File: src/rtl/vga_timing_pkg.sv
// Shared constants and helpers for the VGA raster timing generator.
// Holds the 640x480@60 default timing and small functions that derive
// line/frame totals and sync window bounds from the porch/pulse widths.
package vga_timing_pkg;

  // 640x480@60 with a 25 MHz pixel rate derived from a 50 MHz system clock
  localparam int unsigned DEF_CLK_DIV = 2;
  localparam int unsigned DEF_H_DISP  = 640;
  localparam int unsigned DEF_H_FP    = 16;
  localparam int unsigned DEF_H_SYNC  = 96;
  localparam int unsigned DEF_H_BP    = 48;
  localparam int unsigned DEF_V_DISP  = 480;
  localparam int unsigned DEF_V_FP    = 10;
  localparam int unsigned DEF_V_SYNC  = 2;
  localparam int unsigned DEF_V_BP    = 33;
  localparam int unsigned DEF_CNT_W   = 10;
  localparam int unsigned DEF_FCNT_W  = 8;

  // Total positions per line (or lines per frame), blanking included
  function automatic int unsigned span_total(input int unsigned disp, input int unsigned fp,
                                             input int unsigned sync, input int unsigned bp);
    return disp + fp + sync + bp;
  endfunction

  // First position inside the sync pulse
  function automatic int unsigned sync_first(input int unsigned disp, input int unsigned fp);
    return disp + fp;
  endfunction

  // Last position inside the sync pulse
  function automatic int unsigned sync_last(input int unsigned disp, input int unsigned fp,
                                            input int unsigned sync);
    return disp + fp + sync - 1;
  endfunction

endpackage

File: src/rtl/vga_timing_gen_pixel_tick_div.sv
// Pixel clock-enable divider.
// Ports: clk, rst_n (sync, active-low), en (run enable) -> p_tick, a one-clk
// enable asserted every CLK_DIV enabled clocks. The count holds while en=0.
module pixel_tick_div #(
  parameter int unsigned CLK_DIV = 2
) (
  input  logic clk,
  input  logic rst_n,
  input  logic en,
  output logic p_tick
);

  localparam int unsigned DIV_W = (CLK_DIV > 1) ? $clog2(CLK_DIV) : 1;
  localparam logic [DIV_W-1:0] DIV_LAST = DIV_W'(CLK_DIV - 1);

  logic [DIV_W-1:0] div_cnt;

  // Free-running modulo-CLK_DIV count, frozen while disabled
  always_ff @(posedge clk) begin
    if (!rst_n) begin
      div_cnt <= '0;
    end else if (en) begin
      div_cnt <= (div_cnt == DIV_LAST) ? '0 : div_cnt + DIV_W'(1);
    end
  end

  // Combinational so that CLK_DIV=1 yields p_tick=en; held low during reset
  assign p_tick = rst_n & en & (div_cnt == DIV_LAST);

endmodule

File: src/rtl/vga_timing_gen.sv
// Parametrised VGA raster timing generator (clk domain only).
// Ports: clk, rst_n (sync, active-low), en (run enable);
//   p_tick (pixel enable), x/y (position), hsync/vsync (polarity per
//   H_POL/V_POL), video_on, line_start/frame_start (one-clk markers),
//   frame_cnt (completed frames).
// Optional: define VGA_TIMING_LOOKAHEAD_EN to add nx/ny/nvideo_on, the
//   position and display-enable that x/y/video_on take at the next p_tick.
module vga_timing_gen
  import vga_timing_pkg::*;
#(
  parameter int unsigned CLK_DIV = DEF_CLK_DIV,
  parameter int unsigned H_DISP  = DEF_H_DISP,
  parameter int unsigned H_FP    = DEF_H_FP,
  parameter int unsigned H_SYNC  = DEF_H_SYNC,
  parameter int unsigned H_BP    = DEF_H_BP,
  parameter int unsigned V_DISP  = DEF_V_DISP,
  parameter int unsigned V_FP    = DEF_V_FP,
  parameter int unsigned V_SYNC  = DEF_V_SYNC,
  parameter int unsigned V_BP    = DEF_V_BP,
  parameter int unsigned H_POL   = 0,
  parameter int unsigned V_POL   = 0,
  parameter int unsigned CNT_W   = DEF_CNT_W,
  parameter int unsigned FCNT_W  = DEF_FCNT_W
) (
  input  logic              clk,
  input  logic              rst_n,
  input  logic              en,
  output logic              p_tick,
  output logic [CNT_W-1:0]  x,
  output logic [CNT_W-1:0]  y,
  output logic              hsync,
  output logic              vsync,
  output logic              video_on,
  output logic              line_start,
  output logic              frame_start,
  output logic [FCNT_W-1:0] frame_cnt
`ifdef VGA_TIMING_LOOKAHEAD_EN
  ,
  output logic [CNT_W-1:0]  nx,
  output logic [CNT_W-1:0]  ny,
  output logic              nvideo_on
`endif
);

  localparam int unsigned H_TOTAL = span_total(H_DISP, H_FP, H_SYNC, H_BP);
  localparam int unsigned V_TOTAL = span_total(V_DISP, V_FP, V_SYNC, V_BP);

  localparam logic [CNT_W-1:0] X_LAST = CNT_W'(H_TOTAL - 1);
  localparam logic [CNT_W-1:0] Y_LAST = CNT_W'(V_TOTAL - 1);
  localparam logic [CNT_W-1:0] X_VIS  = CNT_W'(H_DISP);
  localparam logic [CNT_W-1:0] Y_VIS  = CNT_W'(V_DISP);
  localparam logic [CNT_W-1:0] HS_LO  = CNT_W'(sync_first(H_DISP, H_FP));
  localparam logic [CNT_W-1:0] HS_HI  = CNT_W'(sync_last(H_DISP, H_FP, H_SYNC));
  localparam logic [CNT_W-1:0] VS_LO  = CNT_W'(sync_first(V_DISP, V_FP));
  localparam logic [CNT_W-1:0] VS_HI  = CNT_W'(sync_last(V_DISP, V_FP, V_SYNC));
  localparam logic             HS_ACT = (H_POL != 0);
  localparam logic             VS_ACT = (V_POL != 0);

  // Reject configurations the counters cannot represent
  if (CLK_DIV < 1) begin : g_bad_div
    $error("vga_timing_gen: CLK_DIV must be >= 1");
  end
  if (64'(H_TOTAL) > (64'(1) << CNT_W)) begin : g_bad_h
    $error("vga_timing_gen: H_TOTAL exceeds 2**CNT_W");
  end
  if (64'(V_TOTAL) > (64'(1) << CNT_W)) begin : g_bad_v
    $error("vga_timing_gen: V_TOTAL exceeds 2**CNT_W");
  end

  function automatic logic [CNT_W-1:0] wrap_inc(input logic [CNT_W-1:0] v,
                                                input logic [CNT_W-1:0] last);
    return (v == last) ? '0 : v + CNT_W'(1);
  endfunction

  function automatic logic in_window(input logic [CNT_W-1:0] v, input logic [CNT_W-1:0] lo,
                                     input logic [CNT_W-1:0] hi);
    return (v >= lo) && (v <= hi);
  endfunction

  pixel_tick_div #(.CLK_DIV(CLK_DIV)) u_div (
    .clk    (clk),
    .rst_n  (rst_n),
    .en     (en),
    .p_tick (p_tick)
  );

  logic             x_wrap;
  logic             y_wrap;
  logic [CNT_W-1:0] next_x;
  logic [CNT_W-1:0] next_y;

  // Position the raster moves to on the next pixel tick
  always_comb begin
    x_wrap = (x == X_LAST);
    y_wrap = (y == Y_LAST);
    next_x = wrap_inc(x, X_LAST);
    next_y = x_wrap ? wrap_inc(y, Y_LAST) : y;
  end

  // Counters plus decode from next_x/next_y so syncs move with the coordinates
  always_ff @(posedge clk) begin
    if (!rst_n) begin
      x           <= X_LAST;
      y           <= Y_LAST;
      hsync       <= ~HS_ACT;
      vsync       <= ~VS_ACT;
      video_on    <= 1'b0;
      line_start  <= 1'b0;
      frame_start <= 1'b0;
      frame_cnt   <= '0;
    end else begin
      line_start  <= 1'b0;
      frame_start <= 1'b0;
      if (p_tick) begin
        x           <= next_x;
        y           <= next_y;
        hsync       <= in_window(next_x, HS_LO, HS_HI) ? HS_ACT : ~HS_ACT;
        vsync       <= in_window(next_y, VS_LO, VS_HI) ? VS_ACT : ~VS_ACT;
        video_on    <= (next_x < X_VIS) && (next_y < Y_VIS);
        line_start  <= x_wrap;
        frame_start <= x_wrap && y_wrap;
        if (x_wrap && y_wrap) begin
          frame_cnt <= frame_cnt + FCNT_W'(1);
        end
      end
    end
  end

`ifdef VGA_TIMING_LOOKAHEAD_EN
  logic [CNT_W-1:0] nn_x;
  logic [CNT_W-1:0] nn_y;

  // One pixel beyond the lookahead position, same wrap rules as x/y
  always_comb begin
    nn_x = wrap_inc(nx, X_LAST);
    nn_y = (nx == X_LAST) ? wrap_inc(ny, Y_LAST) : ny;
  end

  // Reset values correspond to the pixel after (X_LAST, Y_LAST)
  always_ff @(posedge clk) begin
    if (!rst_n) begin
      nx        <= '0;
      ny        <= '0;
      nvideo_on <= 1'b1;
    end else if (p_tick) begin
      nx        <= nn_x;
      ny        <= nn_y;
      nvideo_on <= (nn_x < X_VIS) && (nn_y < Y_VIS);
    end
  end
`endif

endmodule

File: config.mk
export PLATFORM = sky130hd
export DESIGN_NAME = vga_timing_gen
export DESIGN_NICKNAME = d
export VERILOG_FILES = /design/src/rtl/vga_timing_pkg.sv /design/src/rtl/vga_timing_gen_pixel_tick_div.sv /design/src/rtl/vga_timing_gen.sv
export SDC_FILE = /design/constraint.sdc
export NUM_CORES = 1
export LEC_CHECK = 0
export ABC_AREA = 1
export BUFFER_PORTS_ARGS = -buffer_cell sky130_fd_sc_hd__buf_2
export CAP_MARGIN = 20
export CORE_ASPECT_RATIO = 1.5
export CORE_UTILIZATION = 63
export CTS_BUF_LIST = sky130_fd_sc_hd__clkbuf_2 sky130_fd_sc_hd__clkbuf_4 sky130_fd_sc_hd__clkbuf_8
export DETAILED_ROUTE_END_ITERATION = 10
export GPL_ROUTABILITY_DRIVEN = 0
export PLACE_DENSITY = 0.94
export SLEW_MARGIN = 20
export SYNTH_ARGS = -nofsm -noshare
export SYNTH_HDL_FRONTEND = slang
export SYNTH_HIERARCHICAL = 1
export SYNTH_SLANG_ARGS = --single-unit
File: constraint.sdc
create_clock -name clk -period 4 [get_ports clk]
set_input_delay 0.4 -clock clk [delete_from_list [all_inputs] [get_ports clk]]
set_output_delay 0.4 -clock clk [all_outputs]
set_load 0.01 [all_outputs]
==> key figures <==
Timing
  – RSZ-0062 raised after global routing: no
  – Fmax achieved: between 500 and 600 MHz
  – Worst slew pin tran: 737 ps
  – Clock skew: 3.49 ps
  – Final Hold Fails: 0
  – Fin crit period: 1920 ps
  – Relative slew slack: 50.8%
  – Hold WS: approximately 350 ps
  – Final setup fails: 0
  – TNS Setup: 0 ps
  – Final Cycle Share: 48.0%
  – Final Slew Violations: 0

Synthesis
  – Most instantiated cells after synthesis: nand2_1 (76), inv_1 (41), dfxtp_1 (34), nor2_1 (28), nand3_1 (27)
  – Largest cells by area after synthesis: dfxtp_1 (32%), nand2_1 (13%), inv_1 (7.1%)
  – Most used DFF post-synth: dfxtp_1
  – Synth warn: 6
  – Distinct cell type count after synthesis: 34
  – Syn avg cell area: about 6.7 um^2
  – Synth top area share: 31.5%
  – FFs w/ async S/R, synth: 0%
  – Most common cell in the netlist: nand2_1
  – Area of the mapped netlist: about 2200 um^2
  – Post-Synthesis Cells: 323
  – Post-synth top area cell: dfxtp_1
  – Syn_nets: 331
  – Sequential share of the synthesized area: between 30% and 40%
  – #FFs+latches synth: 34
  – EDFF count, synth: 0

Power
  – Lkg Pwr: between 1 and 1.5 nW
  – Worst IR drop on VDD: 0.324 mV
  – Pwr/cell area: between 300 and 400 nW/um^2
  – Design Power: about 0.85 mW

Placed design
  – DP HPWL: 3.95 mm
  – I/O Buffers: 36

Floorplan
  – I/O pin cnt: 37
  – Die area: approximately 3700 um^2
  – Die W: 49.8 um
  – Overall die height: 73.7 um
  – Rows: 25
  – Starting Density: 67.0%
  – Core area: 3220 um^2

Global routing
  – Overall routing resource usage: 34.1%
  – Global route overflow: 0
  – First-pass GRT wire length: around 9.4 mm
  – Number of global-route vias before repair: 2173
  – Largest net degree at the start of global routing: 26
  – Initial antenna violation count: 0

Worst setup path
  – Required time of the critical path: 4190 ps
  – Buf+Inv Stages, Crit Path: 0
  – CP Max Fanout: 10
  – Crit. End Element: flip-flop
  – Crit path DAT: 2110 ps
  – Slowest cell on crit path: dfxtp_1
  – CP Class: reg2reg
  – Crit-path cells: ha_1, nand2_4, nor2_4, nand4_4, o21ai_1, nand2_1, nor2_1, nand2_1, nand2_1, nand2_1
  – Startpoint types: flip-flop
  – CP delay by family, top: simple AND/OR/NAND/NOR gates
  – Most frequent CP cell: nand2_1
  – Max incr delay on CP: 400 ps

Final layout
  – Area grow syn2layout: 13.9%
  – Final core utilization: 76.3%
  – # diodes: 0
  – FILL cells: 268
  – Layout cells sized above 1: between 20% and 30%
  – NumNets Final: around 370

Min path
  – Hold Path Class: in2reg

Status
  – Outcome: finished clean

Clock tree
  – Clk_lat worst skew: just under 300 ps
  – CTS resizes: 0
  – Clock buffer depth: 2
  – CTS buffer count: 5
  – Reg clk slew, reported paths: ~70 ps
  – H-tree depth: 2
  – Setup Buffers After CTS: 0
  – CTS tree: done
  – CTS root buf: clkbuf_8
  – Clock sink count: 34
  – CTS hold repair buffers: 0

Detailed routing
  – Avg Vias per Cell: 5.80
  – Drt pass-1 iters: 4
  – Antenna Violating Nets Remaining: 0
  – Total number of vias: 2321
  – Avg WL per Cell: around 14 um
  – DRT iter0 DRCs: between 100 and 150
  – DR DRC count: 0
  – WL final: around 5.5 mm

Job
  – Max-Cap Viols: 0
[area by class of cell]
class / count / area [um^2] / area share [%]
clock inverters: 2 / 12.5 / 0.509
multi-input cells: 235 / 1270 / 51.7
flip-flops and latches: 34 / 681 / 27.7
inverters: 46 / 175 / 7.12
well taps: 40 / 50.0 / 2.03
clock buffers: 6 / 82.6 / 3.36
repair buffers: 37 / 188 / 7.63
[routing by layer]
layer / routed length, um / part of all wire [%] / vias up / global-route usage, %
met4: 231 / 4.2 / 0 / 21.6
met5: 0 / 0 / - / 0
met2: 2910 / 53 / 98 / 60.4
met1: 2050 / 37 / 1069 / 36.4
li1: - / - / 1128 / -
met3: 339 / 6.1 / 26 / 6.83
[worst min-delay path: cells and delay by family]
kind | cells | cell delay [ps]
buf+inv | 1 | 90
simple gates | 2 | 120
[logic make-up after synthesis]
group | after synthesis | synth area share, %
AOI/OAI and AO/OA | 58 | 14.7
xor gates and xnor gates | 2 | 0.811
adders and majority gates | 5 | 2.90
buffers and inverters | 54 | 9.62
DFF | 34 | 31.5
and+or+nand+nor | 170 | 40.4
[flip-flops by register name, summed over array words and instances (netlist names)]
signal / count
frame_cnt: 8
frame_start: 1
hsync: 1
line_start: 1
u_div/div_cnt: 1
video_on: 1
vsync: 1
x: 10
y: 10
[cell usage in the layout (no fill, tap or decap), types with 2 or more instances in the layout]
master / synthesis / layout
ha_1: 5 / 5
nand4_1: 6 / 6
nand3_1: 27 / 27
nand3b_1: 2 / 2
dfxtp_1: 34 / 34
a21oi_1: 22 / 22
xor2_1: 2 / 2
buf_2: 2 / 36
nand2_1: 76 / 76
nor2_4: 6 / 6
a21oi_2: 2 / 2
inv_1: 41 / 41
nor3_1: 8 / 8
nand2_2: 2 / 2
nand3_2: 3 / 3
a211oi_1: 2 / 2
clkbuf_8: 0 / 6
nand2_4: 2 / 2
nand3_4: 2 / 2
nor2_2: 3 / 3
o21ai_0: 24 / 24
nor3_2: 2 / 2
o211ai_1: 3 / 3
nor2_1: 28 / 28
o21ai_1: 2 / 2
inv_2: 3 / 3
[power breakdown]
group,switching (mW),internal [mW],leakage [nW]
sequential,0.0172,0.350,0.276
clock,0.129,0.138,0.0472
combinational,0.143,0.0682,0.852
[final timing paths]
check / from / to / slack [ps] / depth (start not counted)
worst min register to register: u_div/div_cnt / u_div/div_cnt / 500 / 2
worst max register to register: x[1] / vsync / 2080 / 10
worst max-delay path: x[1] / vsync / 2080 / 10
worst min-delay path: en / u_div/div_cnt / 350 / 3
[metrics by stage]
stage | std cells | setup WS [ps] | cell area, um^2
after detailed placement | 392 | 2070 | 2360
after global placement | 392 | 2180 | 2360
after CTS | 400 | 2110 | 2460
after global routing | 400 | 1850 | 2460
final | 400 | 2080 | 2460
after floorplan | 323 | 2280 | 2160
Power figures use the tool's default switching activity.
